**config.mk**
```make
export PLATFORM = sky130hd
export DESIGN_NAME = walu_core
export DESIGN_NICKNAME = d
export VERILOG_FILES = /design/src/rtl/walu_core.sv
export SDC_FILE = /design/constraint.sdc
export NUM_CORES = 1
export LEC_CHECK = 0
export CORE_AREA = 2 2 192 194
export DETAILED_ROUTE_END_ITERATION = 8
export DIE_AREA = 0 0 194 196
export HOLD_SLACK_MARGIN = 0.02
export PLACE_DENSITY_LB_ADDON = 0.08
export SLEW_MARGIN = 30
export SYNTH_ARGS = -nofsm -noshare
export SYNTH_HDL_FRONTEND = slang
export SYNTH_SLANG_ARGS = --single-unit
```
**constraint.sdc**
```tcl
create_clock -name clk -period 2.2 [get_ports clk]
set_input_delay 0.55 -clock clk [delete_from_list [all_inputs] [get_ports clk]]
set_output_delay 0.55 -clock clk [all_outputs]
set_load 0.005 [all_outputs]
```
**src/rtl/walu_core.sv**
```systemverilog
// Registered integer ALU: one operation per cycle, result and status flags
// appear one clock after the request with out_valid asserted.
module walu_core #(
   parameter int WIDTH = 32
) (
   input  logic             clk,
   input  logic             rst_n,
   input  logic             in_valid,
   input  logic [3:0]       op,
   input  logic [WIDTH-1:0] a,
   input  logic [WIDTH-1:0] b,
   output logic             out_valid,
   output logic [WIDTH-1:0] result,
   output logic             carry,
   output logic             overflow,
   output logic             zero,
   output logic             negative,
   output logic             err
);

   localparam int SW = $clog2(WIDTH);

   localparam logic [3:0] OP_ADD  = 4'd0;
   localparam logic [3:0] OP_SUB  = 4'd1;
   localparam logic [3:0] OP_AND  = 4'd2;
   localparam logic [3:0] OP_OR   = 4'd3;
   localparam logic [3:0] OP_XOR  = 4'd4;
   localparam logic [3:0] OP_NOR  = 4'd5;
   localparam logic [3:0] OP_SLL  = 4'd6;
   localparam logic [3:0] OP_SRL  = 4'd7;
   localparam logic [3:0] OP_SRA  = 4'd8;
   localparam logic [3:0] OP_SLT  = 4'd9;
   localparam logic [3:0] OP_SLTU = 4'd10;
   localparam logic [3:0] OP_PASS = 4'd11;

   // Widen a single compare bit to a full result word.
   function automatic logic [WIDTH-1:0] to_word(input logic bit_i);
      return {{(WIDTH-1){1'b0}}, bit_i};
   endfunction

   function automatic logic [WIDTH-1:0] sra(input logic [WIDTH-1:0] val,
                                            input logic [SW-1:0]    sh);
      logic signed [WIDTH-1:0] sval;
      sval = $signed(val);
      return sval >>> sh;
   endfunction

   logic [SW-1:0]    sh_w;
   logic [WIDTH:0]   sum_w;
   logic [WIDTH:0]   dif_w;
   logic             add_ovf_w;
   logic             sub_ovf_w;

   logic [WIDTH-1:0] res_d, res_q;
   logic             carry_d, carry_q;
   logic             ovf_d, ovf_q;
   logic             zero_d, zero_q;
   logic             neg_d, neg_q;
   logic             err_d, err_q;
   logic             vld_q;

   // Only the low log2(WIDTH) bits of b form the shift amount.
   assign sh_w  = b[SW-1:0];
   assign sum_w = {1'b0, a} + {1'b0, b};
   // SUB as a + ~b + 1 so the top bit is "no borrow".
   assign dif_w = {1'b0, a} + {1'b0, ~b} + {{WIDTH{1'b0}}, 1'b1};

   assign add_ovf_w = (a[WIDTH-1] == b[WIDTH-1]) && (sum_w[WIDTH-1] != a[WIDTH-1]);
   assign sub_ovf_w = (a[WIDTH-1] != b[WIDTH-1]) && (dif_w[WIDTH-1] != a[WIDTH-1]);

   always_comb begin
      res_d   = '0;
      carry_d = 1'b0;
      ovf_d   = 1'b0;
      err_d   = 1'b0;
      unique case (op)
         OP_ADD: begin
            res_d   = sum_w[WIDTH-1:0];
            carry_d = sum_w[WIDTH];
            ovf_d   = add_ovf_w;
         end
         OP_SUB: begin
            res_d   = dif_w[WIDTH-1:0];
            carry_d = dif_w[WIDTH];
            ovf_d   = sub_ovf_w;
         end
         OP_AND:  res_d = a & b;
         OP_OR:   res_d = a | b;
         OP_XOR:  res_d = a ^ b;
         OP_NOR:  res_d = ~(a | b);
         OP_SLL:  res_d = a << sh_w;
         OP_SRL:  res_d = a >> sh_w;
         OP_SRA:  res_d = sra(a, sh_w);
         OP_SLT:  res_d = to_word($signed(a) < $signed(b));
         OP_SLTU: res_d = to_word(a < b);
         OP_PASS: res_d = b;
         default: err_d = 1'b1;
      endcase
      zero_d = (res_d == '0);
      neg_d  = res_d[WIDTH-1];
   end

   // Result register; flags only update on a valid request so they hold otherwise.
   always_ff @(posedge clk or negedge rst_n) begin
      if (!rst_n) begin
         vld_q   <= 1'b0;
         res_q   <= '0;
         carry_q <= 1'b0;
         ovf_q   <= 1'b0;
         zero_q  <= 1'b0;
         neg_q   <= 1'b0;
         err_q   <= 1'b0;
      end else begin
         vld_q <= in_valid;
         if (in_valid) begin
            res_q   <= res_d;
            carry_q <= carry_d;
            ovf_q   <= ovf_d;
            zero_q  <= zero_d;
            neg_q   <= neg_d;
            err_q   <= err_d;
         end
      end
   end

   assign out_valid = vld_q;
   assign result    = res_q;
   assign carry     = carry_q;
   assign overflow  = ovf_q;
   assign zero      = zero_q;
   assign negative  = neg_q;
   assign err       = err_q;

endmodule

```
==> reports/metrics.cfg, run 1 <==
[outcome]
status=finished with violations
violations=negative setup slack

[clock_network]
hold_buffers=0
cts_buffers=5
clkLatencyLatePin_ns=0.28
htree_levels=2
path_clk_slew_ns=0.06
cts_buffer_depth=2
cts_root_buffer=clkbuf_16
cts.sinks=37
cts_tree=done

[global_routing]
grt_max_degree=63
overflow=0
antenna_found_initial=0
grt_pass1_vias=16900
grt_usage_pct=40.3
grt_pass1_wl_mm=114

[floorplan]
die_w_um=194
ios=109
dieArea_mm2=0.0380
core_mm2=0.0361
fp.dieH_um=196
start_util_pct=31.6
fp-row-count=70

[logic_synthesis]
synth_area_leaders=ha_1 11%, dfrtp_1 8.1%, a21oi_1 6.7%
synthCells=1630
syn_nets=1803
syn_avg_cell_area_um2=7.00
synth_compound_area_share_pct=36.3
yosysSeqAreaShare_pct=8.12
synth-main-ff-cell=dfrtp_1
synthDistinctLibCells=91
synth-simple-area-share_pct=22.0
synth_top_cell_by_area=ha_1
synth-edff-count=0
syn_area_mm2=0.0114
synth_seq_cells=37
synth_top_family_by_area=compound AO/OA/AOI/OAI gates
synth_fa_ha_area_share_pct=11.3
ys_warn_count=0
synthArstFlopShare_pct=100
yosys.area.top_type_share_pct=11.0
synth-xor-area-share_pct=1.07
synthMuxAreaShare_pct=12.5

[setup_path]
path_cells=clkdlybuf4s15_2 -> buf_4 -> mux2i_1 -> buf_4 -> a22oi_2 -> o211ai_1 -> buf_4 -> a211o_1 -> o211ai_1 -> a211oi_2 -> buf_4 -> and4_1 -> nand4_1 -> nor4_4 -> and4_1 -> a41o_1
reg2reg_slack_ns=1.36
crit_family=simple AND/OR/NAND/NOR gates
crit_arrival_ns=3.83
r2r-start=zero$_DFFE_PN0P_
end_kind=flip-flop
slowest_delay_ns=0.38
cpMostUsedCell=buf_4
critPathKind=input port to flip-flop
r2r_end=zero$_DFFE_PN0P_
crit_fanout=6
startpoint_type=input port
cpMaxStageDelayCell=nor4_4
cp.required_ns=2.42
worst-path-buf-inv=5
r2r_cells=2

[power]
finalPower_mw=7.71
ir_drop_v=0.000854
powerDensity_mw_per_mm2=343
p_leak_nw=9.94

[sta]
rsz0062_at_grt=true
fin_crit_ns=3.61
finalWorstSetupSlack_ns=-1.41
skew_ns=0
timing.slew.headroom_pct=44.4
worstMarginPinSlew_ns=0.835
min_period_over_period_pct=164
finalHoldViolations=0
final_max_slew_viol_count=0
setup_viol=35
max_freq_mhz=277

[final_layout]
final_cell_area_mm2=0.0225
final_cell_mix=749 x buf_4, 142 x nor2_1, 121 x nand2_1
fill_cells=3346
finalNetCount=2658
syn_to_final_growth_pct=96.9
instances_no_fill=2955
drive_gt1_share_pct=55.3
final_common_cell=buf_4

[drt]
drt_iter0_drc=1763
drc=0
wl_per_cell_um=27.1
ant_nets=0
vias=17600
drt_pre_antenna_iters=6
finalWirelength_mm=80.0
via_per_inst=5.95

[place]
placed_cells=2828
io_buffers=108
placed_area_mm2=0.0186
dp_hpwl_mm=65.1
gp_congestion=1.02

[hold_path]
hp-class=input port to asynchronous set/reset pin

[flow_run]
maxCapViolations=0

-- Yosys cell counts (all sizes together) (24+ instances only) --
cell type,n
dfrtp,37
nor2,161
nand4,24
mux2i,64
a21oi,153
o211ai,28
o22ai,27
inv,104
nor3,34
buf,49
a211oi,30
ha,100
nand3,39
clkbuf,80
nand2,133
a22oi,35
o21ai,95
mux2,39
-- repair_timing --
action	4_1_cts	5_1_grt
resized for setup	601	200
buffers inserted	102	37
cloned	5	0
endpoints found under the setup margin	35	35
pin swaps	169	109
-- power breakdown --
group          internal, mW  switching, mW
Clock                 0.416          0.274
Sequential            0.783         0.0563
Combinational          3.04           3.15
Total                  4.24           3.48
-- layer usage --
metal	share of wire (%)	global-route usage [%]	vias up
li1	-	-	7913
met1	41	52.4	8512
met2	43	63.5	961
met3	9.0	7.24	209
met4	7.2	21.8	0
met5	0	0	-
-- how the worst max path moves through the flow --
stage / startpoint / endpoint / slack [ns] / cells past startpoint
floorplan: b[2] / zero$_DFFE_PN0P_ / -1.28 / 16
global placement: b[4] / zero$_DFFE_PN0P_ / -2.59 / 15
detailed placement: a[4] / zero$_DFFE_PN0P_ / -2.53 / 15
CTS: b[0] / zero$_DFFE_PN0P_ / -1.30 / 16
global route: a[26] / zero$_DFFE_PN0P_ / -1.42 / 16
finish: a[26] / zero$_DFFE_PN0P_ / -1.41 / 16
-- state kept, by name (all words and copies together), names as in the netlist --
register   flops
carry          1
err            1
out_valid      1
overflow       1
result        32
zero           1
-- per-stage QoR --
step / hold slack (ns) / utilization [%] / setup TNS (ns) / setup WS [ns]
4_1_cts: 0.390 / 59.9 / -25.05 / -1.30
3_5_place_dp: 0.491 / 51.6 / -56.45 / -2.53
6_report: 0.365 / 62.3 / -25.67 / -1.41
5_1_grt: 0.433 / 62.2 / -27.70 / -1.42
3_3_place_gp: 0.485 / 51.5 / -56.25 / -2.59
2_1_floorplan: 0.254 / - / -22.21 / -1.28
-- area by class of cell --
class                   count  area, µm²  share of cell area [%]
clock buffers               6        129                   0.574
well taps                 468        586                    2.61
multi-input cells        1358      12100                    53.7
clock inverters             2       10.0                  0.0446
diodes                      1       2.50                  0.0111
repair buffers            977       8300                    37.0
inverters                 106        443                    1.97
flip-flops and latches     37        926                    4.12
-- cell families after synthesis --
family                   after synthesis
AO/OA/AOI/OAI                        603
XOR/XNOR                              14
adder cells (fa/ha/maj)              102
buffers and inverters                235
flip-flops                            37
multiplexers                         118
AND/OR/NAND/NOR                      521
No activity file was read; power rests on OpenSTA's default activity.
==> inputs of run 2 (changes only) <==
--- a/config.mk
+++ b/config.mk
@@ -11,3 +11,3 @@
 export HOLD_SLACK_MARGIN = 0.02
-export PLACE_DENSITY_LB_ADDON = 0.08
+export PLACE_DENSITY = 0.47
 export SLEW_MARGIN = 30
==> constraint.sdc (replaced) <==
create_clock -name clk -period 2.2 [get_ports clk]
set_input_delay 0.66 -clock clk [delete_from_list [all_inputs] [get_ports clk]]
set_output_delay 0.66 -clock clk [all_outputs]
set_load 0.005 [all_outputs]
==> reports/metrics.cfg, run 2 (synthesis results as in run 1) <==
[global_routing]
antenna_found_initial=3
overflow=0
grt_pass1_vias=17500
grt_max_degree=63
grt_usage_pct=41.3
grt_pass1_wl_mm=117

[clock_network]
cts_buffer_depth=2
htree_levels=2
hold_buffers=0
clkLatencyLatePin_ns=0.28
cts_root_buffer=clkbuf_16
cts.sinks=37
cts_buffers=5
cts_tree=done
path_clk_slew_ns=0.05

[power]
p_leak_nw=10.2
seqPwrFrac_pct=10.4
ir_drop_v=0.000799
p_int_mw=4.45
pwr-share-clk_pct=9.2
powerDensity_mw_per_mm2=348
finalPower_mw=8.07
power.switching_mw=3.62
p_comb_share_pct=80.5
p_sw_share_pct=44.9

[sta]
timing.slew.headroom_pct=42.7
skew_ns=0
min_period_over_period_pct=170
worstMarginPinSlew_ns=0.856
setup_viol=35
fin_crit_ns=3.74
finalWorstSetupSlack_ns=-1.54
finalHoldViolations=0
final_max_slew_viol_count=0
max_freq_mhz=267
fin_hold_ws_ns=0.462
rsz0062_at_grt=true

[drt]
finalWirelength_mm=82.6
wl_per_cell_um=27.5
drt_iter0_drc=1828
drt_pre_antenna_iters=6
ant_nets=0
vias=18000
via_per_inst=5.99
drc=0

[final_layout]
fill_cells=3242
syn_to_final_growth_pct=103
final_cell_area_mm2=0.0232
final_common_cell=buf_4
largest_reg_flops=32
finalNetCount=2704
final_cell_mix=769 x buf_4, 138 x nor2_1, 127 x buf_6
drive_gt1_share_pct=57.5

[floorplan]
die_w_um=194
dieArea_mm2=0.0380
ios=109
fp.dieH_um=196
start_util_pct=31.6
core_mm2=0.0361
fp-row-count=70

[setup_path]
cp.required_ns=2.42
slowest_delay_ns=0.50
cpMaxStageDelayCell=mux4_2
critPathKind=input port to flip-flop
path_cells=buf_16 -> buf_12 -> buf_12 -> mux2_4 -> buf_6 -> mux4_2 -> a2bb2oi_4 -> a21oi_2 -> a22oi_2 -> nor3_2 -> buf_4 -> and4_1 -> nand4_1 -> nor4_2 -> buf_4 -> and4_4 -> a41o_1
end_kind=flip-flop
startpoint_type=input port
crit_arrival_ns=3.96
crit_fanout=6

[flow_run]
maxCapViolations=0

[hold_path]
hp-class=input port to asynchronous set/reset pin

[place]
placed_area_mm2=0.0186
dp_hpwl_mm=66.8
gp_congestion=1.09
io_buffers=108

[outcome]
violations=negative setup slack
status=finished with violations

run 2: cell types whose count changed in the layout (fill, tap and decap cells not counted), sizes merged, moves of 2 or more:
cell and change:
clkbuf -8, dlymetal6s2s +5, clkdlybuf4s15 -3, buf +46
dlygate4sd2 +12, clkdlybuf4s50 -2, bufbuf -2
run 2: final timing paths:
kind	start	end	slack, ns	cells after the start
max	b[0]	zero$_DFFE_PN0P_	-1.54	17
min	rst_n	err$_DFFE_PN0P_	0.46	1
min reg2reg	result[28]$_DFFE_PN0P_	result[28]$_DFFE_PN0P_	0.51	1
max in group asynchronous	rst_n	result[14]$_DFFE_PN0P_	1.24	1
max reg2reg	zero$_DFFE_PN0P_	zero$_DFFE_PN0P_	1.36	2
min in group clk	result[28]$_DFFE_PN0P_	result[28]$_DFFE_PN0P_	0.51	1
run 2: worst max-delay path: cells and delay by family:
| kind | cells | cell delay [ns] |
|---|---|---|
| buf+inv | 6 | 0.85 |
| compound gates | 4 | 0.65 |
| simple gates | 5 | 0.98 |
| mux | 2 | 0.81 |
run 2: timing repair:
item                       CTS  global route
cloned                       1             1
gates resized for setup    651           209
setup endpoints to repair   35            35
buffers inserted           136            49
pin swaps                  168           144
run 2: cell type report:
type | count | area, µm² | share of cell area, %
timing repair buffer | 1023 | 8610 | 37.1
inverter | 106 | 450 | 1.94
clock buffer | 7 | 153 | 0.658
clock inverter | 1 | 5.00 | 0.0216
multi-input combinational | 1358 | 12500 | 53.7
antenna | 2 | 5.00 | 0.0216
sequential | 37 | 926 | 3.99
tap | 468 | 586 | 2.52
run 2: power by group through the flow:
stage | clock network, mW | logic (mW) | registers, mW
finish | 0.739 | 6.50 | 0.837
global route | 0.783 | 6.74 | 0.850
CTS | 0.755 | 5.93 | 0.838
detailed placement | 0 | 4.89 | 0.848
global placement | 0 | 4.87 | 0.845
floorplan | 0 | 2.02 | 0.854
run 2: stage by stage:
stage / utilization, % / setup TNS (ns) / cells / worst slack [ns]
final: 64.3 / -32.17 / 3002 / -1.54
after global routing: 64.3 / -34.13 / 3001 / -1.64
after CTS: 61.2 / -30.73 / 2970 / -1.50
after detailed placement: 51.6 / -60.31 / 2840 / -2.52
after global placement: 51.6 / -60.28 / 2839 / -2.58
after floorplan: - / -26.06 / 1630 / -1.39
run 2: routing by layer:
metal | up-vias | wire, µm | part of all wire, % | GRT usage (%)
li1 | 8010 | - | - | -
met1 | 8698 | 33600 | 41 | 53.5
met2 | 1023 | 34900 | 42 | 64.9
met3 | 265 | 7150 | 8.7 | 5.97
met4 | 0 | 7020 | 8.5 | 25.7
met5 | - | 0 | 0 | 0
